File: src/rtl/mem_arbiter.sv
// mem_arbiter: two-port (instruction fetch / data) arbiter in front of a
// shared single-port RAM with combinational read data.
// - One access per cycle; the granted port drives the RAM directly.
// - Responses are registered: rspN_valid pulses the cycle after port N's
//   accept, carrying the RAM word read at the accept edge.
// - Port 1 may lock the bus for read-modify-write sequences.
// Build option: define MEM_ARB_ROUND_ROBIN_EN for round-robin contention
// resolution; otherwise port 1 has fixed priority.
module mem_arbiter #(
  parameter int DATA_WIDTH = 32,
  parameter int ADDR_WIDTH = 32
) (
  input  logic                  clk,
  input  logic                  rst_n,
  // port 0: instruction fetch
  input  logic                  req0_valid,
  output logic                  req0_ready,
  input  logic [ADDR_WIDTH-1:0] req0_addr,
  input  logic                  req0_wr_en,
  input  logic [DATA_WIDTH-1:0] req0_wr_data,
  output logic                  rsp0_valid,
  output logic [DATA_WIDTH-1:0] rsp0_rd_data,
  // port 1: data
  input  logic                  req1_valid,
  output logic                  req1_ready,
  input  logic [ADDR_WIDTH-1:0] req1_addr,
  input  logic                  req1_wr_en,
  input  logic [DATA_WIDTH-1:0] req1_wr_data,
  input  logic                  req1_lock,
  output logic                  rsp1_valid,
  output logic [DATA_WIDTH-1:0] rsp1_rd_data,
  // shared RAM
  output logic [ADDR_WIDTH-1:0] mem_addr,
  output logic                  mem_wr_en,
  output logic [DATA_WIDTH-1:0] mem_wr_data,
  input  logic [DATA_WIDTH-1:0] mem_rd_data
);

  typedef enum logic {
    ST_OPEN   = 1'b0,
    ST_LOCKED = 1'b1
  } state_t;

  state_t     state_reg;
  logic [1:0] grant;

`ifdef MEM_ARB_ROUND_ROBIN_EN
  // 0: port 0 wins the next contention, 1: port 1 wins
  logic       prio_reg;
`endif

  // Grant decision: lock first, then single requester, then contention rule.
  // Each ready depends only on valids, lock state and priority, never on the
  // other port's ready.
  always_comb begin
    grant = 2'b00;
    if (rst_n) begin
      if (state_reg == ST_LOCKED) begin
        grant[1] = req1_valid;
      end else if (req0_valid && req1_valid) begin
`ifdef MEM_ARB_ROUND_ROBIN_EN
        if (prio_reg) grant[1] = 1'b1;
        else          grant[0] = 1'b1;
`else
        grant[1] = 1'b1;
`endif
      end else begin
        grant[0] = req0_valid;
        grant[1] = req1_valid;
      end
    end
  end

  assign req0_ready = grant[0];
  assign req1_ready = grant[1];

  // RAM mux: the granted port drives the RAM, idle cycles drive zeros.
  always_comb begin
    mem_addr    = '0;
    mem_wr_en   = 1'b0;
    mem_wr_data = '0;
    if (grant[0]) begin
      mem_addr    = req0_addr;
      mem_wr_en   = req0_wr_en;
      mem_wr_data = req0_wr_data;
    end else if (grant[1]) begin
      mem_addr    = req1_addr;
      mem_wr_en   = req1_wr_en;
      mem_wr_data = req1_wr_data;
    end
  end

  // Lock FSM: only a port 1 accept can change the lock, and its lock bit
  // decides whether the bus stays held after that access.
  always_ff @(posedge clk) begin
    if (!rst_n) begin
      state_reg <= ST_OPEN;
    end else begin
      case (state_reg)
        ST_OPEN:   if (grant[1] && req1_lock)  state_reg <= ST_LOCKED;
        ST_LOCKED: if (grant[1] && !req1_lock) state_reg <= ST_OPEN;
        default:   state_reg <= ST_OPEN;
      endcase
    end
  end

`ifdef MEM_ARB_ROUND_ROBIN_EN
  // Round-robin pointer: the port just served loses the next contention.
  always_ff @(posedge clk) begin
    if (!rst_n) begin
      prio_reg <= 1'b0;
    end else if (grant[0]) begin
      prio_reg <= 1'b1;
    end else if (grant[1]) begin
      prio_reg <= 1'b0;
    end
  end
`endif

  // Per-port response registers; data holds until that port's next response.
  genvar gi;
  generate
    for (gi = 0; gi < 2; gi++) begin : g_rsp
      logic                  valid_reg;
      logic [DATA_WIDTH-1:0] data_reg;

      // Capture the RAM word (pre-write content for writes) on accept.
      always_ff @(posedge clk) begin
        if (!rst_n) begin
          valid_reg <= 1'b0;
          data_reg  <= '0;
        end else begin
          valid_reg <= grant[gi];
          if (grant[gi]) data_reg <= mem_rd_data;
        end
      end
    end
  endgenerate

  assign rsp0_valid   = g_rsp[0].valid_reg;
  assign rsp0_rd_data = g_rsp[0].data_reg;
  assign rsp1_valid   = g_rsp[1].valid_reg;
  assign rsp1_rd_data = g_rsp[1].data_reg;

endmodule

File: config.mk
export PLATFORM = sky130hd
export DESIGN_NAME = mem_arbiter
export DESIGN_NICKNAME = d
export VERILOG_FILES = /design/src/rtl/mem_arbiter.sv
export SDC_FILE = /design/constraint.sdc
export NUM_CORES = 1
export LEC_CHECK = 0
export CAP_MARGIN = 20
export CORE_AREA = 2 2 118 120
export CTS_BUF_LIST = sky130_fd_sc_hd__clkbuf_8
export DETAILED_ROUTE_END_ITERATION = 12
export DIE_AREA = 0 0 120 122
export PLACE_DENSITY = 0.84
export SYNTH_ARGS = -nofsm -noshare
export SYNTH_HDL_FRONTEND = slang
export SYNTH_SLANG_ARGS = --single-unit
File: constraint.sdc
create_clock -name clk -period 3.86 [get_ports clk]
set_clock_uncertainty 0.15 [all_clocks]
set_input_delay 0.579 -clock clk [delete_from_list [all_inputs] [get_ports clk]]
set_output_delay 0.579 -clock clk [all_outputs]
set_load 0.01 [all_outputs]
==> results of run 1 <==
sequential cells by signal (all words and copies together), names as in the netlist, named ones only:
| name | flops |
|---|---|
| rsp1_valid | 1 |
| rsp0_valid | 1 |
| rsp1_rd_data | 32 |
| rsp0_rd_data | 32 |
cell type report:
class                   instances  area (sq um)  share of cell area, %
repair buffers                311          3090                   41.3
multi-input cells             362          2610                   34.8
flip-flops and latches         67          1340                   17.9
well taps                     180           225                   3.01
clock buffers                  10           138                   1.84
clock inverters                 6          81.3                   1.09
diodes                          1          2.50                 0.0335
synthesized netlist by cell type:
cell,number,area [sq um]
a21boi_0,27,203
a21boi_1,38,285
and2_1,4,25.0
buf_1,1,3.75
buf_12,1,20.0
buf_2,2,10.0
buf_4,3,22.5
buf_6,10,113
buf_8,3,45.0
clkbuf_1,33,124
clkbuf_2,1,5.00
dfxtp_1,67,1340
mux2i_1,65,651
nand2_1,129,484
nand4bb_1,65,732
nor2b_1,33,206
nor3b_2,1,12.5
through the flow:
stage | total power [W] | cell area (sq um) | utilization (%) | std cells | setup WS [ps]
global placement | 0.00137 | 7260 | 53.7 | 920 | 808
finish | 0.00199 | 7480 | 55.4 | 937 | 768
CTS | 0.00202 | 7480 | 55.4 | 936 | 791
global route | 0.00209 | 7480 | 55.4 | 937 | 599
detailed placement | 0.00137 | 7260 | 53.7 | 920 | 783
floorplan | 0.00102 | 4280 | - | 483 | 1710
power by group:
part	internal, W	total [W]	leakage, nW	switching, W
Clock	0.000377	0.000637	0.119	0.000260
Combinational	0.000379	0.000599	2.09	0.000220
Sequential	0.000730	0.000755	0.551	0.0000251
Total	0.00149	0.00199	2.76	0.000505
layer usage:
metal	vias up	share of wire (%)	GRT usage (%)
met5	-	0	0
met2	178	48	31.4
met3	23	8.6	6.37
li1	2214	-	-
met1	2016	42	22.0
met4	0	2.0	6.40
how the worst max path moves through the flow:
stage	to	slack (ps)	cells after the start	from
2_1_floorplan	mem_addr[10]	1710	6	req1_valid
3_3_place_gp	mem_addr[20]	810	5	req1_valid
3_5_place_dp	mem_addr[20]	780	5	req1_valid
4_1_cts	mem_addr[20]	790	5	req1_valid
5_1_grt	mem_addr[21]	600	5	req1_valid
6_report	mem_addr[27]	770	5	req1_valid
critical path: cells and delay by family:
kind / cells / cell delay, ps
and+or+nand+nor: 1 / 80
buffers and inverters: 3 / 1500
AOI/OAI and AO/OA: 1 / 150
logic make-up after synthesis:
family                 count (synthesis)  synth area share [%]
AOI/OAI and AO/OA                     65                  11.4
and+or+nand+nor                      232                  34.1
muxes                                 65                  15.2
DFF                                   67                  31.3
buffers and inverters                 54                  8.00
==> flow_summary.ini, run 1 <==
[sta]
hold-worst-slack_ps = 305
slew_headroom_pct = 50.0
slew_violations = 0
fmax_mhz = 323
hold_violations = 0
worst_slew_pin_slew_ps = 750
finalCritPeriodShare_pct = 80.1
tns_ps = 0
finalSetupViolations = 0
rsz0062_at_grt = false
final.min_clock_period_ps = 3090

[finish]
final_common_cell = clkdlybuf4s50_1
syn2layout_area_growth_pct = 74.6
layout-drive-gt1-share_pct = 4.10
nFillCells = 1255
finalNetCount = 918
layout_common_cells = clkdlybuf4s50_1 (296), nand2_1 (129), dfxtp_1 (66)

[floorplan]
initial_core_util_pct = 31.7
die-area_sq_um = 14600
die_h_um = 122
coreArea_sq_um = 13500
die_w_um = 120
rows = 43
ioPinCount = 300

[setup_path]
cp-start-kind = input pin
worst_setup_path_end_kind = primary output
cp_cell_sequence = buf_4 -> buf_4 -> nand2_1 -> a21boi_1 -> clkdlybuf4s50_1
cpMaxStageDelayCell = clkdlybuf4s50_1
cp.arrival_ps = 2360
crit_path_max_incr_delay_ps = 570
critPathMaxFanout = 88
worst-setup-path-type = input pin to primary output
worstPathRequired_ps = 3130
reg2reg_slack_ps = 2010
reg2reg_to = rsp0_rd_data[23]
cp_common_cell = buf_4
r2r_cells = 3

[clocking]
htree_levels = 3
postCtsHoldBufs = 0
cts_made_buffers = 9
postCtsResizedCells = 0
clk_pin_slew_ps = 70
cts.path.max_buffers = 2
clock-root-buffer = clkbuf_8
postCtsSetupBuffers = 0
cts_sinks = 67
tritoncts = yes
clk_latency_ps = 330

[run_status]
status = finished, final reports clean

[grt]
grt-ovfl-total = 0
antenna_found_initial = 1
grt_pass1_vias = 4163
grt_pass1_wl_um = 22000
grt_max_degree = 89
grt_use_total_pct = 18.6

[power]
power.leakage_nw = 2.76
power_density_nw_per_um2 = 266
peakVddDrop_mv = 0.261

[synthesis]
netlist_area_sq_um = 4280
avgSynthCellArea_sq_um = 8.87
syn_inst = 483
synth_warnings = 0
seq_area_frac_synth_pct = 31.3
synth_nets = 650
synth_cell_types = 17
ys_seq_elements = 67

[hold_path]
hold_depth = 2
min_to = rsp0_rd_data[8]
worstHoldStart = rsp0_rd_data[8]
min_path_type = flop to flop

[detailed_routing]
drtIter0Drc = 208
firstDrtPassIters = 4
vias = 4431
wirelength_um = 14400
drc = 0
wl_per_cell_um = 15.4
via_per_inst = 4.73
ant_nets = 0

[place]
dp_hpwl_um = 10500
place.gp.congestion = 0.798
port_buffers = 299

[flow_run]
drv_cap = 0
Note: power is estimated with default switching activity, not from simulation.
==> inputs of run 2 (changes only) <==
--- a/config.mk
+++ b/config.mk
@@ -6,11 +6,10 @@
 export NUM_CORES = 1
 export LEC_CHECK = 0
 export CAP_MARGIN = 20
-export CORE_AREA = 2 2 118 120
+export CORE_UTILIZATION = 33
 export CTS_BUF_LIST = sky130_fd_sc_hd__clkbuf_8
 export DETAILED_ROUTE_END_ITERATION = 12
-export DIE_AREA = 0 0 120 122
-export PLACE_DENSITY = 0.84
+export PLACE_DENSITY = 0.89
 export SYNTH_ARGS = -nofsm -noshare
 export SYNTH_HDL_FRONTEND = slang
 export SYNTH_SLANG_ARGS = --single-unit
==> constraint.sdc (replaced) <==
create_clock -name clk -period 2.7 [get_ports clk]
set_clock_uncertainty 0.15 [all_clocks]
set_input_delay 0.405 -clock clk [delete_from_list [all_inputs] [get_ports clk]]
set_output_delay 0.405 -clock clk [all_outputs]
set_load 0.01 [all_outputs]
==> run 2 against run 1 <==
Effect of this change:
- combinational power rose by 47%
- sequential power rose by 42%
- final cell count fell by 0.43%
- count of clock-buffer cells in the layout rose by 1
- sequential cell count did not move
- via count fell by 0.43%
- critical path depth fell by 1
- clock power rose by 13%
- first-iteration DRC count rose by 59%
- global-route usage rose by 1.3 points
- hold slack got worse by 12 ps
- routed wire length fell by 1.1%
- critical endpoint is now mem_addr[22]
- largest cell class unchanged
- highest routed layer unchanged
==> flow_summary.ini, run 2 (synthesis gave the netlist of run 1 again) <==
[setup_path]
reg2reg_slack_ps = 950
worst-setup-path-type = flop to primary output
worstPathRequired_ps = 2140
worst_setup_path_end_kind = primary output
cp-start-kind = flop
reg2reg_to = rsp0_rd_data[27]
critPathMaxFanout = 35
cp.arrival_ps = 2030
r2r_cells = 4

[power]
pwr-share-clk_pct = 27.0
power.internal_w = 0.00196
p_sw_w = 0.000703
power_density_nw_per_um2 = 356
pwr-share-comb_pct = 32.9
peakVddDrop_mv = 0.342
power.leakage_nw = 2.78
power_frac_seq_pct = 40.1
swShare_pct = 26.4

[sta]
finalCritPeriodShare_pct = 95.7
finalSetupViolations = 0
hold-worst-slack_ps = 294
slew_violations = 0
hold_violations = 0
fmax_mhz = 387
slew_headroom_pct = 48.5
tns_ps = 0
worst_slew_pin_slew_ps = 773
rsz0062_at_grt = false
final.min_clock_period_ps = 2580

[place]
dp_hpwl_um = 10800
place.gp.congestion = 0.777
port_buffers = 299

[clocking]
cts.path.max_buffers = 2
clk_latency_ps = 330
clk_pin_slew_ps = 70
clock-root-buffer = clkbuf_8
htree_levels = 3
postCtsResizedCells = 0
postCtsHoldBufs = 0
tritoncts = yes
postCtsSetupBuffers = 0
cts_made_buffers = 9
cts_sinks = 67

[flow_run]
drv_cap = 0

[finish]
layout-drive-gt1-share_pct = 4.74
final_core_util_pct = 59.4
finalNetCount = 924
final_common_cell = clkdlybuf4s50_1
layout_common_cells = clkdlybuf4s50_1 (296), nand2_1 (129), dfxtp_1 (66)
nFillCells = 1102
syn2layout_area_growth_pct = 75.1

[grt]
grt_pass1_vias = 4022
grt-ovfl-total = 0
grt_max_degree = 92
antenna_found_initial = 1
grt_pass1_wl_um = 20700
grt_use_total_pct = 19.9

[run_status]
status = finished, final reports clean

[detailed_routing]
wl_per_cell_um = 15.3
wirelength_um = 14300
drtIter0Drc = 331
ant_nets = 0
via_per_inst = 4.73
vias = 4412
drc = 0
firstDrtPassIters = 4

[floorplan]
initial_core_util_pct = 33.9
coreArea_sq_um = 12600
ioPinCount = 300
die_w_um = 116
die-area_sq_um = 13400
rows = 41
die_h_um = 116

[hold_path]
worstHoldStart = rst_n
min_path_type = input pin to flop
min_to = rsp0_rd_data[12]
hold_depth = 3
-- run 2: stage by stage --
stage | area [sq um] | total power, W | setup WS (ps) | cells
2_1_floorplan | 4280 | 0.00146 | 896 | 483
3_3_place_gp | 7330 | 0.00197 | 269 | 918
3_5_place_dp | 7330 | 0.00197 | 241 | 918
4_1_cts | 7500 | 0.00271 | 95.4 | 932
5_1_grt | 7500 | 0.00280 | 12.0 | 933
6_report | 7500 | 0.00267 | 116 | 933
-- run 2: worst max-delay path by stage --
| stage | cells past startpoint | from | endpoint |
|---|---|---|---|
| 2_1_floorplan | 6 | req1_valid | mem_addr[10] |
| 3_3_place_gp | 4 | req0_addr[22] | mem_addr[22] |
| 3_5_place_dp | 5 | req1_valid | mem_addr[28] |
| 4_1_cts | 4 | flop | mem_addr[22] |
| 5_1_grt | 4 | flop | mem_addr[22] |
| 6_report | 4 | flop | mem_addr[22] |
-- run 2: per-layer routing --
metal  part of all wire [%]  track usage (%)  vias up
met5                      0                0        -
met4                    2.9             9.91        0
met3                     10             7.53       30
met2                     47             34.2      183
met1                     40             21.4     1981
li1                       -                -     2218
-- run 2: cell type report --
class | count | area [sq um] | area share, %
Multi-Input combinational cell | 362 | 2610 | 34.7
Clock inverter | 3 | 16.3 | 0.217
Antenna cell | 1 | 2.50 | 0.0334
Tap cell | 172 | 215 | 2.87
Timing Repair Buffer | 317 | 3170 | 42.2
Clock buffer | 11 | 151 | 2.02
Sequential cell | 67 | 1340 | 17.9
-- run 2: power by group through the flow --
stage                     clock (W)  sequential, W  combinational, W
after floorplan                   0        0.00112          0.000344
after global placement            0        0.00109          0.000876
after detailed placement          0        0.00109          0.000883
after CTS                  0.000749        0.00107          0.000887
after global routing       0.000777        0.00108          0.000944
final                      0.000719        0.00107          0.000878
-- run 2: worst max-delay path, stage by stage, from the launching register on --
cell and delay, ps:
dfxtp_2 320, buf_4 210, nand4bb_1 200, a21boi_0 350, clkdlybuf4s50_1 610
